[src/rtl/apb_slave_regfile_if.sv]
// APB bus bundle between the bridge's requester side and the register-file completer.
interface apb_slave_regfile_if #(
  parameter int DATAWIDTH = 32,
  parameter int ADDRWIDTH = 32
);
  logic                   pselx;
  logic                   penable;
  logic                   pwrite;
  logic [ADDRWIDTH-1:0]   paddr;
  logic [DATAWIDTH-1:0]   pwdata;
  logic [DATAWIDTH/8-1:0] pstrb;
  logic [2:0]             pprot;
  logic [DATAWIDTH-1:0]   prdata;
  logic                   pready;
  logic                   pslverr;

  modport master (
    output pselx, penable, pwrite, paddr, pwdata, pstrb, pprot,
    input  prdata, pready, pslverr
  );

  modport slave (
    input  pselx, penable, pwrite, paddr, pwdata, pstrb, pprot,
    output prdata, pready, pslverr
  );
endinterface

[src/rtl/apb_slave_regfile.sv]
// APB completer with a bank of byte-strobed registers, programmable wait states and error responses.
// Register 0 is a read-only ID; the last register is writable only by privileged accesses.
module apb_slave_regfile #(
  parameter int                        DATAWIDTH   = 32,
  parameter int                        ADDRWIDTH   = 32,
  parameter int                        NUM_REGS    = 16,
  parameter int                        WAIT_STATES = 1,
  parameter logic [DATAWIDTH-1:0]      ID_VALUE    = 32'hA9B0_0001
) (
  input  logic                          pclk,
  input  logic                          preset,
  apb_slave_regfile_if.slave            apb,
  output logic [NUM_REGS*DATAWIDTH-1:0] regs_o
);

  localparam int         NBYTES = DATAWIDTH / 8;
  localparam int         OFFW   = $clog2(NBYTES);
  localparam int         IDXW   = $clog2(NUM_REGS);
  localparam logic [3:0] WS_CNT = 4'(WAIT_STATES);

  typedef enum logic [0:0] {
    S_IDLE   = 1'b0,
    S_ACCESS = 1'b1
  } state_t;

  state_t               r_state;
  state_t               w_next_state;
  logic [3:0]           r_cnt;
  logic [DATAWIDTH-1:0] r_regs [NUM_REGS];

  logic [IDXW-1:0]      w_index;
  logic                 w_misaligned;
  logic                 w_out_of_range;
  logic                 w_err;
  logic                 w_done;
  logic [DATAWIDTH-1:0] w_rdval;
  logic                 w_unused;

  // penable is deliberately ignored: a strobe seen in IDLE is treated as a setup phase.
  assign w_unused       = ^{apb.penable, apb.pprot[2:1]};
  assign w_index        = apb.paddr[OFFW +: IDXW];
  assign w_misaligned   = |apb.paddr[OFFW-1:0];
  assign w_out_of_range = |apb.paddr[ADDRWIDTH-1:OFFW+IDXW];
  assign w_rdval        = (w_index == IDXW'(0)) ? ID_VALUE : r_regs[w_index];

  // Error classification in priority order.
  always_comb begin
    w_err = 1'b0;
    if (w_misaligned) begin
      w_err = 1'b1;
    end else if (w_out_of_range) begin
      w_err = 1'b1;
    end else if (apb.pwrite && (w_index == IDXW'(0))) begin
      w_err = 1'b1;
    end else if (apb.pwrite && (w_index == IDXW'(NUM_REGS - 1)) && !apb.pprot[0]) begin
      w_err = 1'b1;
    end else begin
      w_err = 1'b0;
    end
  end

  // Next-state logic and transfer-completion strobe.
  always_comb begin
    w_next_state = r_state;
    w_done       = 1'b0;
    case (r_state)
      S_IDLE: begin
        if (apb.pselx) begin
          w_next_state = S_ACCESS;
        end else begin
          w_next_state = S_IDLE;
        end
      end
      S_ACCESS: begin
        if (!apb.pselx) begin
          w_next_state = S_IDLE;
        end else if (r_cnt == WS_CNT) begin
          w_next_state = S_IDLE;
          w_done       = 1'b1;
        end else begin
          w_next_state = S_ACCESS;
        end
      end
      default: begin
        w_next_state = S_IDLE;
      end
    endcase
  end

  // Bus response: data and error only appear in the completing cycle.
  always_comb begin
    apb.pready  = w_done;
    apb.pslverr = w_done & w_err;
    if (w_done && !apb.pwrite && !w_err) begin
      apb.prdata = w_rdval;
    end else begin
      apb.prdata = '0;
    end
  end

  // State register.
  always_ff @(posedge pclk) begin
    if (preset) begin
      r_state <= S_IDLE;
    end else begin
      r_state <= w_next_state;
    end
  end

  // Wait-state counter: cleared in IDLE, counts up while the access is held.
  always_ff @(posedge pclk) begin
    if (preset) begin
      r_cnt <= 4'd0;
    end else if (r_state == S_IDLE) begin
      r_cnt <= 4'd0;
    end else if (apb.pselx && (r_cnt != WS_CNT)) begin
      r_cnt <= r_cnt + 4'd1;
    end
  end

  // Register bank with byte-lane write enables.
  always_ff @(posedge pclk) begin
    if (preset) begin
      for (int i = 0; i < NUM_REGS; i++) begin
        r_regs[i] <= '0;
      end
    end else if (w_done && apb.pwrite && !w_err) begin
      for (int k = 0; k < NBYTES; k++) begin
        if (apb.pstrb[k]) begin
          r_regs[w_index][k*8 +: 8] <= apb.pwdata[k*8 +: 8];
        end
      end
    end
  end

  for (genvar g = 0; g < NUM_REGS; g++) begin : g_regs_o
    if (g == 0) begin : g_id
      assign regs_o[g*DATAWIDTH +: DATAWIDTH] = ID_VALUE;
    end else begin : g_rw
      assign regs_o[g*DATAWIDTH +: DATAWIDTH] = r_regs[g];
    end
  end

endmodule

[src/flat_wrapper.sv]
// flat-port wrapper written by rule: the top's interface ports become plain ports
module apb_slave_regfile_flat 
#(
  parameter int                        DATAWIDTH   = 32,
  parameter int                        ADDRWIDTH   = 32,
  parameter int                        NUM_REGS    = 16,
  parameter int                        WAIT_STATES = 1,
  parameter logic [DATAWIDTH-1:0]      ID_VALUE    = 32'hA9B0_0001
)
  (pclk, preset, regs_o, apb_pselx, apb_penable, apb_pwrite, apb_paddr, apb_pwdata, apb_pstrb, apb_pprot, apb_prdata, apb_pready, apb_pslverr);
  apb_slave_regfile_if #(.DATAWIDTH(DATAWIDTH), .ADDRWIDTH(ADDRWIDTH)) apb_i ();
  input  logic pclk;
  input  logic preset;
  output logic [NUM_REGS*DATAWIDTH-1:0] regs_o;
  input wire logic [$bits(apb_i.pselx)-1:0] apb_pselx;
  input wire logic [$bits(apb_i.penable)-1:0] apb_penable;
  input wire logic [$bits(apb_i.pwrite)-1:0] apb_pwrite;
  input wire logic [$bits(apb_i.paddr)-1:0] apb_paddr;
  input wire logic [$bits(apb_i.pwdata)-1:0] apb_pwdata;
  input wire logic [$bits(apb_i.pstrb)-1:0] apb_pstrb;
  input wire logic [$bits(apb_i.pprot)-1:0] apb_pprot;
  output wire logic [$bits(apb_i.prdata)-1:0] apb_prdata;
  output wire logic [$bits(apb_i.pready)-1:0] apb_pready;
  output wire logic [$bits(apb_i.pslverr)-1:0] apb_pslverr;
  assign apb_i.pselx = apb_pselx;
  assign apb_i.penable = apb_penable;
  assign apb_i.pwrite = apb_pwrite;
  assign apb_i.paddr = apb_paddr;
  assign apb_i.pwdata = apb_pwdata;
  assign apb_i.pstrb = apb_pstrb;
  assign apb_i.pprot = apb_pprot;
  assign apb_prdata = apb_i.prdata;
  assign apb_pready = apb_i.pready;
  assign apb_pslverr = apb_i.pslverr;
  apb_slave_regfile #(.DATAWIDTH(DATAWIDTH), .ADDRWIDTH(ADDRWIDTH), .NUM_REGS(NUM_REGS), .WAIT_STATES(WAIT_STATES), .ID_VALUE(ID_VALUE)) u_core (.pclk(pclk), .preset(preset), .apb(apb_i), .regs_o(regs_o));
endmodule
[config.mk]
export PLATFORM = sky130hd
export DESIGN_NAME = apb_slave_regfile_flat
export DESIGN_NICKNAME = d
export VERILOG_FILES = /design/src/rtl/apb_slave_regfile_if.sv /design/src/rtl/apb_slave_regfile.sv /design/src/flat_wrapper.sv
export SDC_FILE = /design/constraint.sdc
export NUM_CORES = 1
export LEC_CHECK = 0
export BUFFER_PORTS_ARGS = -buffer_cell sky130_fd_sc_hd__buf_4
export CAP_MARGIN = 20
export CORE_AREA = 8 8 239 241
export CTS_CLUSTER_DIAMETER = 200
export DETAILED_ROUTE_END_ITERATION = 6
export DIE_AREA = 0 0 247 249
export PLACE_DENSITY = 0.82
export SYNTH_ARGS = -nofsm -noshare
export SYNTH_HDL_FRONTEND = slang
export SYNTH_SLANG_ARGS = --single-unit
export TNS_END_PERCENT = 30
[constraint.sdc]
create_clock -name pclk -period 3.5 [get_ports pclk]
set_input_delay 0.35 -clock pclk [delete_from_list [all_inputs] [get_ports pclk]]
set_output_delay 0.35 -clock pclk [all_outputs]
set_load 0.1 [all_outputs]
# Word level (Yosys, flattened, before mapping)

Memory sizes are Yosys's and may differ from the RTL's.
Index checks and enable logic that the tools add are counted.

Bits in registers: 5
RAM bits: 512
Bits of input ports: 76
Memories kept: 1

Memories:

| name          | words | width | read ports | clocked after Yosys merged registers in | write ports | line                    | RTL |
|---|---|---|---|---|---|---|---|
| u_core.r_regs | 16    | 32    | 16         | 0                                       | 16          | apb_slave_regfile.sv:29 | `logic [DATAWIDTH-1:0] r_regs [NUM_REGS];` |

$add $sub $neg: 1
Equal/unequal tests: 3
Muxes and demuxes: 34
Bitwise gates (word level): 2
Reductions and logical operators: 16

Operators with widths:

| operator                                                                | number |
|---|---|
| 32-bit 2-to-1 mux                                                       | 3 |
| 32-bit OR reduction                                                     | 1 |
| 1-bit 2-to-1 mux                                                        | 28 |
| 26-bit OR reduction                                                     | 1 |
| 1-bit logical AND                                                       | 8 |
| 4-bit 2-to-1 mux                                                        | 2 |
| 4-bit by 1-bit adder with 4-bit output, second input constant           | 1 |
| 4-bit by 1-bit == test with 1-bit output, second input constant         | 1 |
| 4-bit == test, second input constant                                    | 1 |
| 4-bit logical NOT                                                       | 1 |
| 4-bit by 1-bit inequality test with 1-bit output, second input constant | 1 |
| 2-bit OR reduction                                                      | 2 |
| 1-bit logical NOT                                                       | 3 |
| 1-bit one-hot mux with 2 select lines                                   | 1 |
| 1-bit AND                                                               | 1 |
| 1-bit inverter                                                          | 1 |

# Logic depth before layout (Yosys ltp)

Word-level depth: 14
Gate-level depth with buffers: 10

# Worst setup path after synthesis

Ideal clock, no wire load.

Path type: reg2out
Start: reg u_core.r_cnt[0]
End: out apb_pslverr
Arrival: 3.180 ns
Data required time: 3.150 ns
Setup slack: -0.030 ns
Stages on the path, launching flop included: 8
Path buffers: 3
Path through: dfxtp_1 ha_1 nor3b_1 nand3_1 clkbuf_1 clkbuf_1 clkbuf_1 a31oi_1

Word-level cells in the longest chain between the ends: 5

Ends and longest elaborated chain:

| what                                     | line                     | RTL |
|---|---|---|
| from (decl)                              | apb_slave_regfile.sv:28  | `logic [3:0] r_cnt;` |
| from (signal assigned)                   | apb_slave_regfile.sv:117 | `r_cnt <= r_cnt + 4'd1;` |
| 4-bit by 1-bit == test with 1-bit output | apb_slave_regfile.sv:77  | `end else if (r_cnt == WS_CNT) begin` |
| 1-bit 2-to-1 mux                         | apb_slave_regfile.sv:77  |  |
| 1-bit 2-to-1 mux                         | apb_slave_regfile.sv:75  | `if (!apb.pselx) begin` |
| 1-bit 2-to-1 mux                         | apb_slave_regfile.sv:66  | `case (r_state)` |
| 1-bit AND                                | apb_slave_regfile.sv:93  | `apb.pslverr = w_done & w_err;` |
| to (decl)                                | flat_wrapper.sv:24       | `output wire logic [$bits(apb_i.pslverr)-1:0] apb_pslverr;` |

Every way passes these cells.

# Worst setup path after layout

Start: reg u_core.r_cnt[0]
End: out apb_prdata[15]

Word-level cells in the longest chain between the ends: 7

Ends and longest elaborated chain:

| what                                     | line                    | RTL |
|---|---|---|
| 4-bit by 1-bit == test with 1-bit output | apb_slave_regfile.sv:77 |  |
| 1-bit 2-to-1 mux                         | apb_slave_regfile.sv:77 |  |
| 1-bit 2-to-1 mux                         | apb_slave_regfile.sv:75 |  |
| 1-bit 2-to-1 mux                         | apb_slave_regfile.sv:66 |  |
| 1-bit logical AND (2 in a row)           | apb_slave_regfile.sv:94 | `if (w_done && !apb.pwrite && !w_err) begin` |
| 32-bit 2-to-1 mux                        | apb_slave_regfile.sv:94 |  |
| to (decl)                                | flat_wrapper.sv:22      | `output wire logic [$bits(apb_i.prdata)-1:0] apb_prdata;` |

Every way passes these cells.

==> metrics.sh <==
TIMING.CRITICAL_PATH.REQUIRED_NS=3.15
MIN_PATH_CELLS=3
NETLIST.AREA_LEADER.SHARE_PCT=59.0
PORT_BUFFERS=586
FINAL_LAYOUT_SIZE_SUFFIX_GT1_SHARE_PCT=49.0
CTS-ROOT-TO-SINK-BUFFERS=3
DPL-INSTANCE-AREA_MM2=0.0307
GR-TOTAL-OVERFLOW=0
DIEAREA_MM2=0.0615
FINAL_NON_FILLER_CELL_TOTAL=2929
TRITONCTS='yes'
SYN-INSTANCE-COUNT=1705
MULTI_INPUT_AREA_MM2=0.00928
NUM_ROWS=85
WORST_SETUP_PATH_END_KIND='output port'
MAX-CAP-VIOLATIONS=0
SYNTH_SEQ_AREA_SHARE_PCT=59.4
GR-USAGE-ALL-LAYERS_PCT=32.1
SYNTH.YOSYS.WARNINGS=0
POWER.SEQUENTIAL.FRACTION_PCT=45.5
WORSTREGTOREGCELLS=6
STDCELL_AREA_MM2=0.0324
CLK_LATENCY_NS=0.60
FINALMAXSLEWVIOLATIONS=0
FINAL.FILL_COUNT=3910
TIGHTEST_SLEW_NS=1.09
MAX_FREQ_MHz=294
AREA_DELTA_SYNTH_FINAL_PCT=26.4
YOSYS_MOST_USED_DFF='edfxtp_1'
TIMING_STARTPOINT_OF_THE_CRITICAL_PATH='u_core.r_cnt[0]'
CP.ARRIVAL_NS=3.05
GRT_SETUP_UNREPAIRED='false'
FINALNETCOUNT=2267
ROUTED_WIRE_LENGTH_PER_INSTANCE_UM=35.4
ROUTABILITYCONGESTION=0.962
WORSTPATHCELLLIST='ha_1 -> nand4bb_1 -> nor3_2 -> o2111ai_4 -> buf_12 -> a21oi_1 -> buf_4'
WORSTSETUPPATHDEPTH=7
SETUP.WORST_PATH.START_CLASS='flop'
YOSYS-TOP-CELLS-AREA='edfxtp_1, mux4_2, nor4_2'
POSTCTSHOLDBUFS=0
PLACE_HPWL_MM=72.6
MIN-DELAY-PATH-CLASS='in -> reg'
GLOBAL_ROUTE_WIRE_LENGTH_BEFORE_REPAIR_MM=145
PLACED_CELLS_INCL_TAPS=2829
CLK_PIN_SLEW_WORST_PATHS_NS=0.06
START_UTIL_PCT=48.1
SEQUENTIAL_STANDARD_CELL_AREA_MM2=0.0152
POWER_REPORT.INTERNAL_TOTAL_W=0.0106
GRT_PASS1_VIAS=20181
REPORT.FINAL.SETUP_VIOL=0
WORST_HOLD_PATH_STARTPOINT='apb_pselx'
AVGSYNTHCELLAREA_UM2=15.0
YS_TYPES=40
FINALSETUPTNS_NS=0
TIMING.MAX_SLEW.REL_SLACK_PCT=27.2
POST_CTS.REPAIR.SETUP_BUFFERS=0
CLOCKPOWERSHARE_PCT=36.0
POST-ROUTE-DRC-COUNT=0
NUMBER_OF_ENABLE_TYPE_REGISTER_CELLS_IN_THE_SYNTHESIZED_NETLIST=504
CRITICAL_PATH_MAX_STAGE_DELAY_NS=0.48
SWITCHING_POWER_W=0.00486
CTS.SINK_COUNT=509
STATUS='complete, no violations'
GRT_START_MAX_NET_PINS=175
NUM_VIAS=20423
CTS_MADE_BUFFERS=54
FINAL_PERIOD_MINUS_WORST_SETUP_SLACK_NS=3.40
YS_ASYNC_SR_FRACTION_PCT=0
FINAL.SETUP_SKEW_NS=0.0200
VIASPERCELL=6.97
P_SW_SHARE_PCT=31.4
DRT.ANTENNA.VIOLATING_NETS=0
POST_ROUTE_CLOCK_PERIOD_UTILIZATION_PCT=97.2
HTREE_NUM_LEVELS=2
CTS_ROOT_BUFFER='clkbuf_16'
DIE_HEIGHT_UM=249
FIRST_ITER_VIOLATIONS=2980
WIRELENGTH_MM=104
COMBINATIONALPOWERSHARE_PCT=18.5
SYNTH_MOST_COMMON_CELL='edfxtp_1'
REGTOREGSTARTPOINT='u_core.r_cnt[0]'
GRT_ANTENNA_BEFORE_REPAIR=1
SYNTHESIS.AREA_MM2=0.0257
POWER_LEAKAGE_nW=11.4
TOTALPOWERFINAL_W=0.0155
TIMING.CRITICAL_PATH.MAX_DELAY_FAMILY='compound AO/OA/AOI/OAI gates'
FLOPS_LATCHES_SYNTH=509
POWER_DENSITY_NORMALIZED_TO_CELL_AREA_mW_PER_MM2=478
CRIT_FANOUT=15
DRT_PASS1_ITERATIONS=7
IO-PIN-COUNT=622
CORE_AREA_MM2=0.0533
WORSTSETUPPATHTYPE='reg -> out'
VDD_DROP_MAX_mV=0.515
TIMING.CRITICAL_PATH.BUF_INV=2
YOSYSTOPAREACELL='edfxtp_1'
SLOWEST_CELL_ON_THE_CRITICAL_PATH='o2111ai_4'
DIE-WIDTH_UM=247
SYNTH_COMMONEST_CELLS='edfxtp_1, nor4_1, clkbuf_1'
HOLD_VIOL=0
## through the flow
step | setup WS [ns] | utilization [%] | hold WS (ns)
3_5_place_dp | 0.483 | 57.6 | 0.542
3_3_place_gp | 0.483 | 57.6 | 0.516
6_report | 0.0993 | 60.8 | 0.0963
4_1_cts | 0.142 | 60.8 | 0.0694
2_1_floorplan | 0.243 | - | 0.494
5_1_grt | 0.0640 | 60.8 | 0.0933
## cell usage in the layout, fill, tap and decap left out, types with 3 or more instances in the layout
master       n
nor4_2     200
nand3_2      4
nand2_2     11
bufinv_16    4
buf_12      21
clkbuf_1     9
inv_6        3
clkinv_1    16
nand4_1      3
mux2i_1      8
a21oi_1     33
buf_4      650
mux4_2     120
a41o_1      60
a2bb2oi_1    8
edfxtp_1   504
nor2_1      21
a22oi_1     64
nand2b_1     5
clkinv_2     9
conb_1      56
nor4_1     287
clkbuf_16   55
nand2_1     36
dfxtp_1      5
nor2b_1      6
## cell type report
| cell class | instances | share of cell area [%] |
|---|---|---|
| Inverter | 3 | 0.0347 |
| Clock buffer | 64 | 4.35 |
| Multi-Input combinational cell | 948 | 28.6 |
| Timing Repair Buffer | 673 | 16.4 |
| Sequential cell | 509 | 47.0 |
| Antenna cell | 1 | 0.00772 |
| Clock inverter | 35 | 0.853 |
| Tap cell | 696 | 2.69 |
## final timing paths
path | to | slack [ns]
min reg2reg | u_core.r_cnt[1] | 0.55
min | u_core.r_state | 0.1
max reg2reg | u_core.r_regs[13][26] | 0.52
max | apb_prdata[15] | 0.1
## worst min-delay path: stages
cell and delay, ns:
buf_4 0.14, inv_1 0.10, nor3b_1 0.06
## flip-flops by register name, indices dropped and copies added (netlist names)
| register | cells |
|---|---|
| u_core.r_state | 1 |
| u_core.r_regs | 504 |
| u_core.r_cnt | 4 |
## metal layers
metal / share of wire (%) / wire length (µm) / track usage (%)
met4: 5.0 / 5150 / 13.5
met1: 34 / 35400 / 40.3
met3: 12 / 12700 / 7.86
met2: 49 / 50500 / 52.7
met5: 0.013 / 13 / 0
## cells by family after synthesis
logic type	Yosys count	synth area share (%)
AND/OR/NAND/NOR	590	18.6
buffers and inverters	302	5.70
AO/OA/AOI/OAI	170	5.28
adder cells (fa/ha/maj)	2	0.0975
XOR/XNOR	2	0.0683
other	2	0.0293
multiplexers	128	10.8
flip-flops	509	59.4
## power groups by stage
| stage | Clock (W) | Sequential (W) | Combinational, W |
|---|---|---|---|
| 4_1_cts | 0.00558 | 0.00705 | 0.00284 |
| 6_report | 0.00558 | 0.00706 | 0.00286 |
| 5_1_grt | 0.00580 | 0.00707 | 0.00291 |
| 3_5_place_dp | 0 | 0.00718 | 0.00284 |
| 2_1_floorplan | 0 | 0.00845 | 0.000794 |
| 3_3_place_gp | 0 | 0.00717 | 0.00282 |
## timing repair
action / 4_1_cts / 5_1_grt
endpoints found under the setup margin: 1 / 0
hold endpoints to repair: 0 / 0
gates resized for setup: 2 / 0
(Power assumes the default switching activity.)
